File: config.mk
export PLATFORM = sky130hd
export DESIGN_NAME = mem_block_copier
export DESIGN_NICKNAME = d
export VERILOG_FILES = /design/src/rtl/mem_block_copier.sv
export SDC_FILE = /design/constraint.sdc
export NUM_CORES = 1
export LEC_CHECK = 0
export ABC_AREA = 1
export ABC_CLOCK_PERIOD_IN_PS = 3000
export CAP_MARGIN = 20
export CORE_ASPECT_RATIO = 2
export CORE_MARGIN = 2
export CORE_UTILIZATION = 54
export CTS_CLUSTER_DIAMETER = 40
export DETAILED_ROUTE_END_ITERATION = 10
export PLACE_DENSITY = 0.95
export SYNTH_ARGS = -nofsm -noshare
export SYNTH_HDL_FRONTEND = slang
export SYNTH_SLANG_ARGS = --single-unit
export TNS_END_PERCENT = 20
File: constraint.sdc
create_clock -name clk -period 3 [get_ports clk]
set_input_delay 0.6 -clock clk [delete_from_list [all_inputs] [get_ports clk]]
set_output_delay 0.6 -clock clk [all_outputs]
set_load 0.01 [all_outputs]
File: src/rtl/mem_block_copier.sv
// Block copier: moves `length` bytes from srcAddr to dstAddr through a single
// combinational-read memory port, one READ/WRITE cycle pair per byte.
module mem_block_copier #(
    parameter int unsigned ADDR_W = 8,
    parameter int unsigned DATA_W = 8
) (
    input  logic              clk,
    input  logic              rst_n,
    input  logic              start,
    input  logic [ADDR_W-1:0] srcAddr,
    input  logic [ADDR_W-1:0] dstAddr,
    input  logic [ADDR_W-1:0] length,
    output logic              busy,
    output logic              done,
    output logic              memWen,
    output logic [ADDR_W-1:0] memAddress,
    output logic [DATA_W-1:0] memWriteData,
    input  logic [DATA_W-1:0] memReadData
);

    typedef enum logic [1:0] {
        IDLE  = 2'd0,
        READ  = 2'd1,
        WRITE = 2'd2,
        DONE  = 2'd3
    } state_e;

    state_e            state_q, state_d;
    logic [ADDR_W-1:0] cur_src_q, cur_src_d;
    logic [ADDR_W-1:0] cur_dst_q, cur_dst_d;
    logic [ADDR_W-1:0] remaining_q, remaining_d;
    logic [DATA_W-1:0] hold_q, hold_d;

    // Outputs are registered copies of the decode of the next state, so they
    // still reflect the registered state alone during each cycle.
    logic              busy_q, busy_d;
    logic              done_q, done_d;
    logic              wen_q, wen_d;
    logic [ADDR_W-1:0] addr_q, addr_d;
    logic [DATA_W-1:0] wdata_q, wdata_d;

    always_ff @(posedge clk) begin
        if (!rst_n) begin
            state_q     <= IDLE;
            cur_src_q   <= '0;
            cur_dst_q   <= '0;
            remaining_q <= '0;
            hold_q      <= '0;
            busy_q      <= 1'b0;
            done_q      <= 1'b0;
            wen_q       <= 1'b0;
            addr_q      <= '0;
            wdata_q     <= '0;
        end else begin
            state_q     <= state_d;
            cur_src_q   <= cur_src_d;
            cur_dst_q   <= cur_dst_d;
            remaining_q <= remaining_d;
            hold_q      <= hold_d;
            busy_q      <= busy_d;
            done_q      <= done_d;
            wen_q       <= wen_d;
            addr_q      <= addr_d;
            wdata_q     <= wdata_d;
        end
    end

    always_comb begin
        state_d     = state_q;
        cur_src_d   = cur_src_q;
        cur_dst_d   = cur_dst_q;
        remaining_d = remaining_q;
        hold_d      = hold_q;

        unique case (state_q)
            IDLE: begin
                if (start) begin
                    cur_src_d   = srcAddr;
                    cur_dst_d   = dstAddr;
                    remaining_d = length;
                    state_d     = (length == ADDR_W'(0)) ? DONE : READ;
                end
            end
            READ: begin
                hold_d  = memReadData;
                state_d = WRITE;
            end
            WRITE: begin
                cur_src_d   = cur_src_q + ADDR_W'(1);
                cur_dst_d   = cur_dst_q + ADDR_W'(1);
                remaining_d = remaining_q - ADDR_W'(1);
                state_d     = (remaining_q == ADDR_W'(1)) ? DONE : READ;
            end
            DONE: begin
                state_d = IDLE;
            end
            default: begin
                state_d = IDLE;
            end
        endcase

        // Moore output decode for the state being entered
        busy_d  = (state_d != IDLE);
        done_d  = (state_d == DONE);
        wen_d   = (state_d == WRITE);
        addr_d  = '0;
        wdata_d = '0;
        if (state_d == READ) begin
            addr_d = cur_src_d;
        end else if (state_d == WRITE) begin
            addr_d  = cur_dst_d;
            wdata_d = hold_d;
        end
    end

    assign busy         = busy_q;
    assign done         = done_q;
    assign memWen       = wen_q;
    assign memAddress   = addr_q;
    assign memWriteData = wdata_q;

endmodule

==> impl_metrics.prom <==
# TYPE chip_impl_metric gauge
chip_impl_info{name="run_status",value="complete, no violations"} 1
chip_impl_metric{name="std_cell_rows",unit=""} 35
chip_impl_metric{name="number_of_clock_buffers_inserted_by_tritoncts",unit=""} 5
chip_impl_metric{name="floorplan.die_area",unit="sq um"} 5310
chip_impl_metric{name="number_of_vias_after_detailed_routing",unit=""} 2710
chip_impl_info{name="synth_largest_area_cell",value="sky130_fd_sc_hd__dfxtp_1"} 1
chip_impl_metric{name="power.ir.vdd_worst",unit="mV"} 0.442
chip_impl_metric{name="grt_pass1_wl",unit="mm"} 11.4
chip_impl_info{name="timing.setup.critical_path_class",value="register to register"} 1
chip_impl_metric{name="seqPwrFrac",unit=""} 0.518
chip_impl_metric{name="met2_usage",unit=""} 0.504
chip_impl_metric{name="timing.hold.ws",unit="ps"} 493
chip_impl_metric{name="drt-wirelength-per-cell",unit="um"} 15.2
chip_impl_metric{name="cp.required",unit="ps"} 3260
chip_impl_metric{name="die-width",unit="um"} 52.6
chip_impl_metric{name="post_synthesis_average_cell_area",unit="sq um"} 6.90
chip_impl_metric{name="max-clock-path-buffers",unit=""} 2
chip_impl_metric{name="synth.yosys.warnings",unit=""} 0
chip_impl_metric{name="postSynth.asyncResetShare",unit=""} 0
chip_impl_metric{name="dr.pass1.iters",unit=""} 5
chip_impl_info{name="rsz_0062_raised_after_global_routing",value="no"} 1
chip_impl_metric{name="globalRoute.totalOverflow",unit=""} 0
chip_impl_metric{name="placement.io_buffers",unit=""} 53
chip_impl_metric{name="cellPowerDensity",unit="nW/um^2"} 475
chip_impl_metric{name="fin_worst_skew",unit="ps"} 9.66
chip_impl_metric{name="boundaryPins",unit=""} 54
chip_impl_metric{name="worst_ep_arrival_time",unit="ps"} 2350
chip_impl_metric{name="layout.core_utilization",unit=""} 0.705
chip_impl_metric{name="fin_area",unit="sq um"} 3210
chip_impl_metric{name="netlist-cell-type-count",unit=""} 30
chip_impl_metric{name="antenna_found_initial",unit=""} 0
chip_impl_metric{name="cts-htree-levels",unit=""} 2
chip_impl_metric{name="fin_cells",unit=""} 478
chip_impl_info{name="clock-root-buffer",value="sky130_fd_sc_hd__clkbuf_8"} 1
chip_impl_metric{name="fin_ws",unit="ps"} 912
chip_impl_metric{name="p_sw",unit="uW"} 468
chip_impl_info{name="global_route.peak_usage_layer",value="met2"} 1
chip_impl_metric{name="start_util",unit=""} 0.559
chip_impl_metric{name="grt_use_met1",unit=""} 0.285
chip_impl_info{name="critPathMostFrequentCell",value="sky130_fd_sc_hd__nand2_1"} 1
chip_impl_metric{name="number_of_nets_with_antenna_violations_after_routing",unit=""} 0
chip_impl_metric{name="route.final.wire_length",unit="mm"} 7.28
chip_impl_metric{name="clk-insertion-delay-late",unit="ps"} 310
chip_impl_metric{name="timing.slew.headroom",unit=""} 0.605
chip_impl_metric{name="synth_seq_cells",unit=""} 53
chip_impl_metric{name="grt_max_degree",unit=""} 28
chip_impl_metric{name="place.detailed.instances",unit=""} 470
chip_impl_metric{name="globalRouteTotalUtil",unit=""} 0.290
chip_impl_metric{name="dpl_worst_slack",unit="ps"} 691
chip_impl_info{name="synth_common_cells",value="sky130_fd_sc_hd__nand2_1 (89), sky130_fd_sc_hd__nor2_1 (58), sky130_fd_sc_hd__dfxtp_1 (53)"} 1
chip_impl_metric{name="seq_area_frac_synth",unit=""} 0.417
chip_impl_info{name="hold_class",value="register to register"} 1
chip_impl_metric{name="internal_dissipation",unit="mW"} 1.06
chip_impl_info{name="ys_dominant_reg_cell",value="sky130_fd_sc_hd__dfxtp_1"} 1
chip_impl_metric{name="area_growth_syn_to_layout",unit="%"} 26.1
chip_impl_metric{name="cp_slowest_stage_delay",unit="ps"} 610
chip_impl_metric{name="finalMaxSlewViolations",unit=""} 0
chip_impl_metric{name="filler_cell_count",unit=""} 377
chip_impl_metric{name="worstPathMaxFanout",unit=""} 15
chip_impl_metric{name="post-cts-setup-buffer-count",unit=""} 0
chip_impl_metric{name="clock-sinks",unit=""} 53
chip_impl_metric{name="post_cts_resize_count",unit=""} 0
chip_impl_metric{name="first_global_vias",unit=""} 2587
chip_impl_metric{name="fin_crit_sh",unit=""} 0.696
chip_impl_metric{name="static-leakage-power",unit="nW"} 1.37
chip_impl_metric{name="layout_min_cycle_time",unit="ps"} 2090
chip_impl_metric{name="power.combinational.fraction",unit=""} 0.207
chip_impl_info{name="timing.critical_path.to_type",value="register"} 1
chip_impl_metric{name="clk_pin_slew",unit="ps"} 100
chip_impl_metric{name="finalHoldViolCount",unit=""} 0
chip_impl_metric{name="met3_track_demand_over_resource_in_global_routing",unit=""} 0.0593
chip_impl_metric{name="number_of_hold_repair_buffers_added_at_the_cts_stage",unit=""} 0
chip_impl_metric{name="synth.net_count",unit=""} 408
chip_impl_metric{name="synthesis.instances",unit=""} 369
chip_impl_metric{name="post_synth_instance_area",unit="sq um"} 2550
chip_impl_metric{name="synth_enable_flop_cells",unit=""} 0
chip_impl_metric{name="avgViaCountPerCell",unit=""} 5.67
chip_impl_info{name="yosysMostFrequentCell",value="sky130_fd_sc_hd__nand2_1"} 1
chip_impl_metric{name="dpl_cell_area",unit="sq um"} 3120
chip_impl_metric{name="clock_power_share",unit=""} 0.276
chip_impl_metric{name="dp_hpwl",unit="mm"} 5.32
chip_impl_metric{name="detail_route.iter0.violations",unit=""} 136
chip_impl_metric{name="final_net_count",unit=""} 461
chip_impl_info{name="crit_path_cell_trace",value="inv_2 -> nand2_1 -> nor2_1 -> nand3_1 -> nand3_1 -> nor2_2 -> nand2_1 -> nand2_1"} 1
chip_impl_metric{name="p_total",unit="mW"} 1.52
chip_impl_metric{name="fin_tns_setup",unit="ps"} 0
chip_impl_metric{name="netlist.area_leader.share",unit=""} 0.417
chip_impl_metric{name="fp.coreArea",unit="sq um"} 4550
chip_impl_metric{name="drc_markers",unit=""} 0
chip_impl_info{name="synth.area.top_cells",value="sky130_fd_sc_hd__dfxtp_1 (42%), sky130_fd_sc_hd__nand2_1 (13%), sky130_fd_sc_hd__nor2_1 (8.6%)"} 1
chip_impl_metric{name="power.switching_fraction",unit=""} 0.307
chip_impl_info{name="cp_slowest_cell",value="sky130_fd_sc_hd__dfxtp_1"} 1
chip_impl_metric{name="max_slew.worst_pin.slew",unit="ps"} 590
chip_impl_info{name="worstSetupStartpointType",value="register"} 1
chip_impl_metric{name="n_antenna_cell",unit=""} 0
chip_impl_info{name="tritoncts_clock_tree",value="built"} 1
chip_impl_metric{name="share_of_cells_above_drive_strength_1",unit=""} 0.0544
chip_impl_metric{name="finalWeightedCongestion",unit=""} 0.993
chip_impl_metric{name="floorplan.die.height",unit="um"} 101
chip_impl_metric{name="report.final.setup_viol",unit=""} 0
chip_impl_metric{name="drv.max_cap_violation_count",unit=""} 0
chip_impl_metric{name="max_clock_freq",unit="MHz"} 479
cells by family after synthesis:
family | Yosys count | synth area share
AO/OA/AOI/OAI | 56 | 0.120
multiplexers | 8 | 0.0315
XOR/XNOR | 2 | 0.00688
AND/OR/NAND/NOR | 196 | 0.326
adder cells (fa/ha/maj) | 4 | 0.0197
flip-flops | 53 | 0.417
buffers and inverters | 50 | 0.0796
worst max-delay path, delay by kind of cell, from the launching register on:
| family | cells | cell delay [ps] |
|---|---|---|
| flops | 1 | 610 |
| simple gates | 7 | 1290 |
| buf+inv | 1 | 130 |
placed cells by master (no fill, tap or decap), types with 2 or more instances in the layout:
master,synthesis,routed
sky130_fd_sc_hd__nand2_1,89,89
sky130_fd_sc_hd__nor2_1,58,58
sky130_fd_sc_hd__dfxtp_1,53,53
sky130_fd_sc_hd__clkdlybuf4s50_1,0,53
sky130_fd_sc_hd__inv_1,34,34
sky130_fd_sc_hd__nand3_1,33,33
sky130_fd_sc_hd__a21oi_1,21,21
sky130_fd_sc_hd__o21ai_0,20,20
sky130_fd_sc_hd__mux2i_1,8,8
sky130_fd_sc_hd__inv_2,5,5
sky130_fd_sc_hd__clkbuf_8,0,5
sky130_fd_sc_hd__nor2_2,4,4
sky130_fd_sc_hd__o21ai_1,4,4
sky130_fd_sc_hd__ha_1,4,4
sky130_fd_sc_hd__nor2_4,3,3
sky130_fd_sc_hd__nor3_1,3,3
sky130_fd_sc_hd__nand4_1,3,3
sky130_fd_sc_hd__a31oi_1,3,3
sky130_fd_sc_hd__buf_4,3,3
sky130_fd_sc_hd__o211ai_1,2,2
sky130_fd_sc_hd__and2_1,2,2
sky130_fd_sc_hd__xnor2_1,2,2
sky130_fd_sc_hd__o21bai_1,2,2
sky130_fd_sc_hd__clkinvlp_4,0,2
registers in the layout, summed over array words and instances, names as in the netlist:
| name | flops |
|---|---|
| busy | 1 |
| cur_dst_q | 8 |
| cur_src_q | 8 |
| done | 1 |
| hold_q | 8 |
| memAddress | 8 |
| memWen | 1 |
| memWriteData | 8 |
| remaining_q | 8 |
| state_q | 2 |
per-layer routing:
layer,up-vias,share of wire
met2,134,0.52
met4,0,0.078
met5,-,0
met1,1239,0.34
met3,46,0.062
li1,1291,-
final cells by class:
type                       count  area (sq um)  area share
clock inverter                 3          26.3     0.00818
tap                           55          68.8      0.0214
sequential                    53          1060       0.330
clock buffer                   5          68.8      0.0214
timing repair buffer          56           553       0.172
inverter                      40           150      0.0468
multi-input combinational    266          1280       0.399
power groups by stage:
stage,Clock (mW),Combinational (mW),Sequential (mW)
2_1_floorplan,0,0.185,0.799
4_1_cts,0.424,0.311,0.787
3_5_place_dp,0,0.308,0.803
3_3_place_gp,0,0.299,0.801
5_1_grt,0.444,0.348,0.793
6_report,0.420,0.315,0.789
worst paths after layout:
kind	startpoint	endpoint	slack [ps]	cells after the start
worst max register to register	state_q[0]$_SDFF_PN0_	memAddress[4]$_SDFF_PN0_	910	8
worst min-delay path	remaining_q[5]$_SDFFE_PN0P_	remaining_q[5]$_SDFFE_PN0P_	490	2
worst max-delay path	state_q[0]$_SDFF_PN0_	memAddress[4]$_SDFF_PN0_	910	8
worst min register to register	remaining_q[5]$_SDFFE_PN0P_	remaining_q[5]$_SDFFE_PN0P_	490	2
(Power assumes the default switching activity.)
